### src/rtl/truco_placar.sv
// Truco scoreboard: scores each trick from the comparator, resolves best-of-three hands and accumulates game score.
// Optional stakes raising (TrucoReq / HandValue) is enabled by defining TRUCO_STAKES_EN.
module truco_placar #(
  parameter int WIN_SCORE = 12,
  parameter int SCORE_W   = 4
) (
  input  logic               Clk,
  input  logic               Clr,
  input  logic [2:0]         PS1,
  input  logic [2:0]         PS2,
  input  logic               End,
  input  logic               NewGame,
`ifdef TRUCO_STAKES_EN
  input  logic               TrucoReq,
  output logic [3:0]         HandValue,
`endif
  output logic [SCORE_W-1:0] Score1,
  output logic [SCORE_W-1:0] Score2,
  output logic [1:0]         Trick,
  output logic               HandDone,
  output logic [1:0]         HandWinner,
  output logic               GameOver,
  output logic [1:0]         GameWinner
);

  typedef enum logic [2:0] {
    S_T1      = 3'd0,
    S_T2      = 3'd1,
    S_T3      = 3'd2,
    S_RESOLVE = 3'd3,
    S_OVER    = 3'd4
  } state_t;

  localparam logic [1:0] RES_TIE = 2'b00;
  localparam logic [1:0] RES_P1  = 2'b01;
  localparam logic [1:0] RES_P2  = 2'b10;
  localparam logic [SCORE_W-1:0] WIN_VAL = SCORE_W'(WIN_SCORE);

  state_t             state_q, state_d;
  logic               end_q;
  logic [1:0]         r1_q;
  logic [1:0]         trick_q;
  logic [1:0]         hand_winner_q;
  logic [SCORE_W-1:0] score_q [2];
  logic [3:0]         hand_value;

  logic               clear;
  logic               evt;
  logic [1:0]         cur_res;
  logic               resolve;
  logic [1:0]         decided;
  logic               any_win;

  assign clear   = ~Clr | NewGame;
  assign evt     = End & ~end_q;
  assign cur_res = (PS1 > PS2) ? RES_P1 : ((PS2 > PS1) ? RES_P2 : RES_TIE);
  assign any_win = (score_q[0] == WIN_VAL) || (score_q[1] == WIN_VAL);

  function automatic logic [SCORE_W-1:0] sat_add(input logic [SCORE_W-1:0] s,
                                                 input logic [3:0] v);
    logic [SCORE_W+3:0] sum;
    sum = (SCORE_W+4)'(s) + (SCORE_W+4)'(v);
    if (sum >= (SCORE_W+4)'(WIN_SCORE)) return WIN_VAL;
    return sum[SCORE_W-1:0];
  endfunction

  // State register
  always_ff @(posedge Clk) begin
    if (clear) state_q <= S_T1;
    else       state_q <= state_d;
  end

  // Next-state and hand decision
  always_comb begin
    state_d = state_q;
    resolve = 1'b0;
    decided = RES_TIE;
    case (state_q)
      S_T1: begin
        if (evt) state_d = S_T2;
      end
      S_T2: begin
        if (evt) begin
          if (r1_q != RES_TIE && (cur_res == r1_q || cur_res == RES_TIE)) begin
            resolve = 1'b1;
            decided = r1_q;
          end else if (r1_q == RES_TIE && cur_res != RES_TIE) begin
            resolve = 1'b1;
            decided = cur_res;
          end else begin
            state_d = S_T3;
          end
          if (resolve) state_d = S_RESOLVE;
        end
      end
      S_T3: begin
        // Reaching T3 means a split or a double tie; a tied third trick falls back to r1.
        if (evt) begin
          resolve = 1'b1;
          decided = (cur_res != RES_TIE) ? cur_res : r1_q;
          state_d = S_RESOLVE;
        end
      end
      S_RESOLVE: state_d = any_win ? S_OVER : S_T1;
      S_OVER:    state_d = S_OVER;
      default:   state_d = S_T1;
    endcase
  end

  // Outputs decoded from state
  always_comb begin
    HandDone   = 1'b0;
    GameOver   = 1'b0;
    GameWinner = 2'b00;
    case (state_q)
      S_RESOLVE: HandDone = 1'b1;
      S_OVER: begin
        GameOver   = 1'b1;
        GameWinner = (score_q[0] == WIN_VAL) ? RES_P1 : RES_P2;
      end
      default: ;
    endcase
  end

  // Hand bookkeeping; results become visible in the RESOLVE cycle itself.
  always_ff @(posedge Clk) begin
    if (clear) begin
      end_q         <= 1'b0;
      r1_q          <= RES_TIE;
      trick_q       <= 2'd0;
      hand_winner_q <= RES_TIE;
    end else begin
      end_q <= End;
      if (state_q == S_T1 && evt) begin
        r1_q    <= cur_res;
        trick_q <= 2'd1;
      end
      if (state_q == S_T2 && evt && !resolve) trick_q <= 2'd2;
      if (resolve) begin
        trick_q       <= 2'd0;
        hand_winner_q <= decided;
      end
    end
  end

`ifdef TRUCO_STAKES_EN
  logic [3:0] hand_value_q;

  always_ff @(posedge Clk) begin
    if (clear) begin
      hand_value_q <= 4'd1;
    end else if (state_q == S_RESOLVE) begin
      hand_value_q <= 4'd1;
    end else if (TrucoReq && (state_q == S_T1 || state_q == S_T2 || state_q == S_T3)) begin
      case (hand_value_q)
        4'd1:    hand_value_q <= 4'd3;
        4'd3:    hand_value_q <= 4'd6;
        4'd6:    hand_value_q <= 4'd9;
        default: hand_value_q <= 4'd12;
      endcase
    end
  end

  assign hand_value = hand_value_q;
  assign HandValue  = hand_value_q;
`else
  assign hand_value = 4'd1;
`endif

  generate
    for (genvar gi = 0; gi < 2; gi++) begin : g_score
      always_ff @(posedge Clk) begin
        if (clear)                      score_q[gi] <= '0;
        else if (resolve && decided[gi]) score_q[gi] <= sat_add(score_q[gi], hand_value);
      end
    end
  endgenerate

  assign Score1     = score_q[0];
  assign Score2     = score_q[1];
  assign Trick      = trick_q;
  assign HandWinner = hand_winner_q;

endmodule

### config.mk
export PLATFORM = sky130hd
export DESIGN_NAME = truco_placar
export DESIGN_NICKNAME = d
export VERILOG_FILES = /design/src/rtl/truco_placar.sv
export SDC_FILE = /design/constraint.sdc
export NUM_CORES = 1
export LEC_CHECK = 0
export ABC_AREA = 1
export CAP_MARGIN = 10
export CORE_MARGIN = 2
export CORE_UTILIZATION = 35
export CTS_BUF_LIST = sky130_fd_sc_hd__clkbuf_4
export DETAILED_ROUTE_END_ITERATION = 10
export SETUP_SLACK_MARGIN = 0.3
export SLEW_MARGIN = 5
export SYNTH_ARGS = -nofsm -noshare
export SYNTH_HDL_FRONTEND = slang
export SYNTH_SLANG_ARGS = --single-unit
### constraint.sdc
create_clock -name Clk -period 4.7 [get_ports Clk]
set_clock_uncertainty 0.05 [all_clocks]
set_input_delay 0.47 -clock Clk [delete_from_list [all_inputs] [get_ports Clk]]
set_output_delay 0.47 -clock Clk [all_outputs]
set_load 0.02 [all_outputs]
==> After elaboration in Yosys (flattened, before gate mapping) <==
Memory sizes are Yosys's and may differ from the RTL's.
Cells that the tools add are included.
{ "word_totals": {"reg_bits": 10, "mem_bits_rw": 8, "in_bits": 10, "out_inout_bits": 16, "wordCells": 103, "mem_count": 1} }
{ "classes": {"add_sub_neg": 2, "magnitude_cmp": 4, "eq_ne": 12, "mux": 53, "bitwise_logic": 6, "n_reduce_logical": 19} }
{ "memory_table": {"columns": ["memory", "depth", "width", "rd", "rd_clocked_by_memory_dff", "write_ports", "line", "text"], "rows": [
  ["score_q", 2, 4, 2, 0, 2, "44", "logic [SCORE_W-1:0] score_q [2];"]
]} }
{ "ops": {"columns": ["op", "n"], "rows": [
  ["two-way mux 4 bit", 10],
  ["two-way mux 1 bit", 22],
  ["two-way mux 2 bit", 11],
  ["two-way mux 3 bit", 7],
  ["case mux 3 bit (5 select lines)", 1],
  ["adder 4 x 1 -> 5 bit (second input constant)", 2],
  [">= comparator 5 x 4 -> 1 bit (second input constant)", 2],
  ["equality test 4 bit (second input constant)", 2],
  ["logical AND 1 bit", 7],
  ["equality test 3 x 2 -> 1 bit (second input constant)", 2],
  ["greater-than comparator 3 bit", 2],
  ["inequality test 2 bit (second input constant)", 3],
  ["inequality test 3 x 2 -> 1 bit (second input constant)", 2],
  ["nonzero test 2 bit", 3],
  ["AND reduction 5 bit", 1],
  ["zero test 2 bit", 2],
  ["case mux 2 bit (2 select lines)", 1],
  ["equality test 3 x 1 -> 1 bit (second input constant)", 1],
  ["equality test 3 bit (second input constant)", 1],
  ["zero test 3 bit", 1],
  ["bitwise OR 1 bit", 3],
  ["OR reduction 3 bit", 1],
  ["equality test 2 bit", 1],
  ["logical OR 1 bit", 2],
  ["5 further kinds", 6]
]} }

==> Depth between registers and ports, before layout <==
{ "depth": {"depth_word": 18, "ltp_mapped": 12, "mapped_depth_nobuf": 12} }

==> Worst setup path before layout <==
No wires, ideal clock.
{ "synth_path": {"path_kind": "input to register", "from": "in PS1[2]", "to": "mem score_q[1][0], enable pin", "setup_time_ps": 260, "arrival_ps": 1581, "required_ps": 4390, "setup_slack_ps": 2809, "path_stages": 7, "path_cell_list": "inv_1 > ha_1 > a21oi_1 > nand2_1 > o21ai_0 > nor3_2 > or2_2"} }
{ "synth_lines": {"columns": ["item", "line", "text"], "rows": [
  ["start, declared", "9", "input logic [2:0] PS1,"],
  ["end, declared", "44", null]
]} }

==> results.md <==
* Status: complete, no violations
* Critical path peak fanout at 5
* Critical path required time at 4180 ps
* Worst path depth at 5
* Core box area at 3000 um^2
* Die Height at 59.7 um
* Number of flops mapped to enable cells by yosys at 8
* Die area at 3560 um^2
* Syn Std Cell Area at 1080 um^2
* Worst reg2reg path depth at 6
* Slowest cell on crit path: clkdlybuf4s50_1
* HP Class: register to register
* Sw frac at 0.266
* Synthesized net count at 160
* Nets at 190
* Max transition margin at 0.748
* Register area share after synthesis at 0.406
* Congestion Overflow GR at 0
* Crit path arrival time at 1820 ps
* Share of post-route cells with drive strength above 1 at 0.0988
* Port Buffer Count at 25
* Reg-to-reg startpoint: state_q[2]$_SDFFE_PP0P_
* Largest net degree at the start of global routing at 11
* Netlist cell types at 25
* Top delay family on crit path: buffers and inverters
* RSZ-0062 raised after global routing: false
* Peak VDD IR at 0.000102 V
* Via/cell ratio at 4.65
* Top FF cell, synth: dfxtp_1
* Final min period at 2340 ps
* Hold_buf cts at 0
* CTS Buf Count at 3
* Boundary Pins at 26
* TNS Setup at 0 ps
* Vias in the first global route at 924
* Most frequent cell after synthesis: inv_1
* Min Hold Slack at 432 ps
* Cell area power density at 226 nW/um^2
* Clk Latency, worst-skew pair at 290 ps
* CTS root buffer: clkbuf_4
* Final wirelength at 2.13 mm
* Synth area leaders: edfxtp_1 (22%), dfxtp_1 (18%), inv_1 (8.3%)
* # fillers at 314
* Final setup fails at 0
* Initial antenna violation count at 0
* Clock transition at the registers of the reported paths at 100 ps
* Crit path cell chain: inv_1 > ha_1 > nand3_1 > nor2_1 > clkdlybuf4s50_1
* F_max at 428 MHz
* Switching power total at 84.3 uW
* 1st-iter DRT viols at 32
* Routed vias at 953
* GP Congestion at 0.807
* Startpoint types: register
* Post-CTS setup repair buffer count at 0
* Drt pass-1 iters at 5
* Cell internal pwr at 233 uW
* Final Max Tran Viols at 0
* End of the critical path: GameWinner[0]
* Sink Count at 18
* Post-DRT Antenna Nets at 0
* N_diodes at 0
* DRC viols at 0
* First-pass GRT wire length at 3.75 mm
* GRT Overall Usage at 0.138
* Clock network power share at 0.267
* Post-Syn Instances at 143
* CTS tree: done
* CP endpoint kind: output port
* Max_cap viols at 0
* Top cells by count, synth: inv_1 (24), nand2_1 (23), nor2_1 (18), nand3_1 (16)
* HPWL after DPL at 1.75 mm
* Yosys warnings at 0
* Final Hold Vio Count at 0
* CTS HTree Levels at 1
* Post-synth top area share at 0.221
* WS Path Type: register to output port
* Post-synthesis average cell area at 7.59 um^2
* CP Buf/Inv Count at 2
* Dominant cell type by area after synthesis: edfxtp_1
* Final WS setup at 2360 ps
* Initial Util at 0.361
* Post-CTS sizing at 0
* Async S/R FF share, synth at 0
* Reg2reg end: score_q[1][0]$_SDFFCE_PP0P_
* Synth-to-Final Area Change at 29.6%
* CTS Buffer Depth at 2
* DP Worst Slack at 2190 ps
* Crit path largest cell delay at 610 ps
* Die X at 59.7 um
* Combinational share of power at 0.184
* Tightest Pin Transition at 378 ps
* Row count at 20
* Reg-to-reg slack, setup at 3090 ps
* Final worst-path cycle share at 0.497
* WL per Instance at 10.4 um
* Leakage power at 0.629 nW
* Seq cells post-synth at 18
* Setup crit start: score_q[0][0]$_SDFFCE_PP0P_
* Register share of total power at 0.549
[worst min-delay path by stage]
stage	start	to	slack, ps	depth (start not counted)
after floorplan	r1_q[1]$_SDFFE_PP0P_	r1_q[1]$_SDFFE_PP0P_	410	2
after global placement	HandWinner[1]$_SDFFE_PP0N_	HandWinner[1]$_SDFFE_PP0N_	410	2
after detailed placement	Trick[1]$_SDFFE_PP0P_	Trick[1]$_SDFFE_PP0P_	420	2
after CTS	Trick[1]$_SDFFE_PP0P_	Trick[1]$_SDFFE_PP0P_	440	2
after global routing	Trick[1]$_SDFFE_PP0P_	Trick[1]$_SDFFE_PP0P_	460	2
final	Trick[1]$_SDFFE_PP0P_	Trick[1]$_SDFFE_PP0P_	430	2
[power groups by stage]
stage                     Sequential, mW  Combinational [mW]  Clock (mW)
after floorplan                    0.182              0.0317           0
after global placement             0.178              0.0576           0
after detailed placement           0.178              0.0584           0
after CTS                          0.174              0.0586      0.0874
after global routing               0.176              0.0661      0.0952
final                              0.174              0.0583      0.0847
[final cells by class]
class,count,area (um^2),area share
tap,33,41.3,0.0294
inverter,27,101,0.0721
clock buffer,4,30.0,0.0214
multi-input combinational,98,543,0.386
sequential,18,440,0.313
timing repair buffer,25,250,0.178
[per-layer routing]
metal	GRT usage	wire length, um	up-vias
met5	0	0	-
li1	-	-	513
met3	0.0130	87	4
met4	0.0667	34	0
met1	0.176	988	413
met2	0.233	1020	23
[cells in the final DEF (no fill, tap or decap), types with 2 or more instances in the layout]
| cell | instances |
|---|---|
| nand2_1 | 23 |
| xor2_1 | 3 |
| a21oi_1 | 10 |
| inv_2 | 3 |
| dfxtp_1 | 10 |
| clkdlybuf4s50_1 | 25 |
| edfxtp_1 | 8 |
| nand3_1 | 16 |
| ha_1 | 7 |
| clkbuf_4 | 4 |
| nor2_2 | 3 |
| nor2_1 | 18 |
| o21ai_0 | 4 |
| nand2_2 | 2 |
| inv_1 | 24 |
[sequential cells by signal, indices dropped and copies added, names as in the netlist]
| register | flops |
|---|---|
| HandWinner | 2 |
| Trick | 2 |
| end_q | 1 |
| r1_q | 2 |
| score_q | 8 |
| state_q | 3 |
[kinds of logic after synthesis]
group / after synthesis / share of synthesized area
flops: 18 / 0.406
xor+xnor: 4 / 0.0323
compound gates: 19 / 0.0969
simple gates: 68 / 0.291
buf+inv: 27 / 0.0934
fa+ha+maj: 7 / 0.0807
[worst register-to-register path, cell delays in order, from the launching register on]
cell	delay, ps
dfxtp_1	380
inv_2	70
nand3_1	240
nor2_1	80
a21oi_1	160
nor3_2	70
or2_2	330
[per-stage QoR]
step	util	power, mW	cells	cell area, um^2
4_1_cts	0.468	0.320	205	1410
3_5_place_dp	0.458	0.236	201	1380
3_3_place_gp	0.458	0.235	201	1380
5_1_grt	0.468	0.337	205	1410
6_report	0.468	0.317	205	1410
2_1_floorplan	-	0.214	143	1080
No activity file was read; power rests on OpenSTA's default activity.
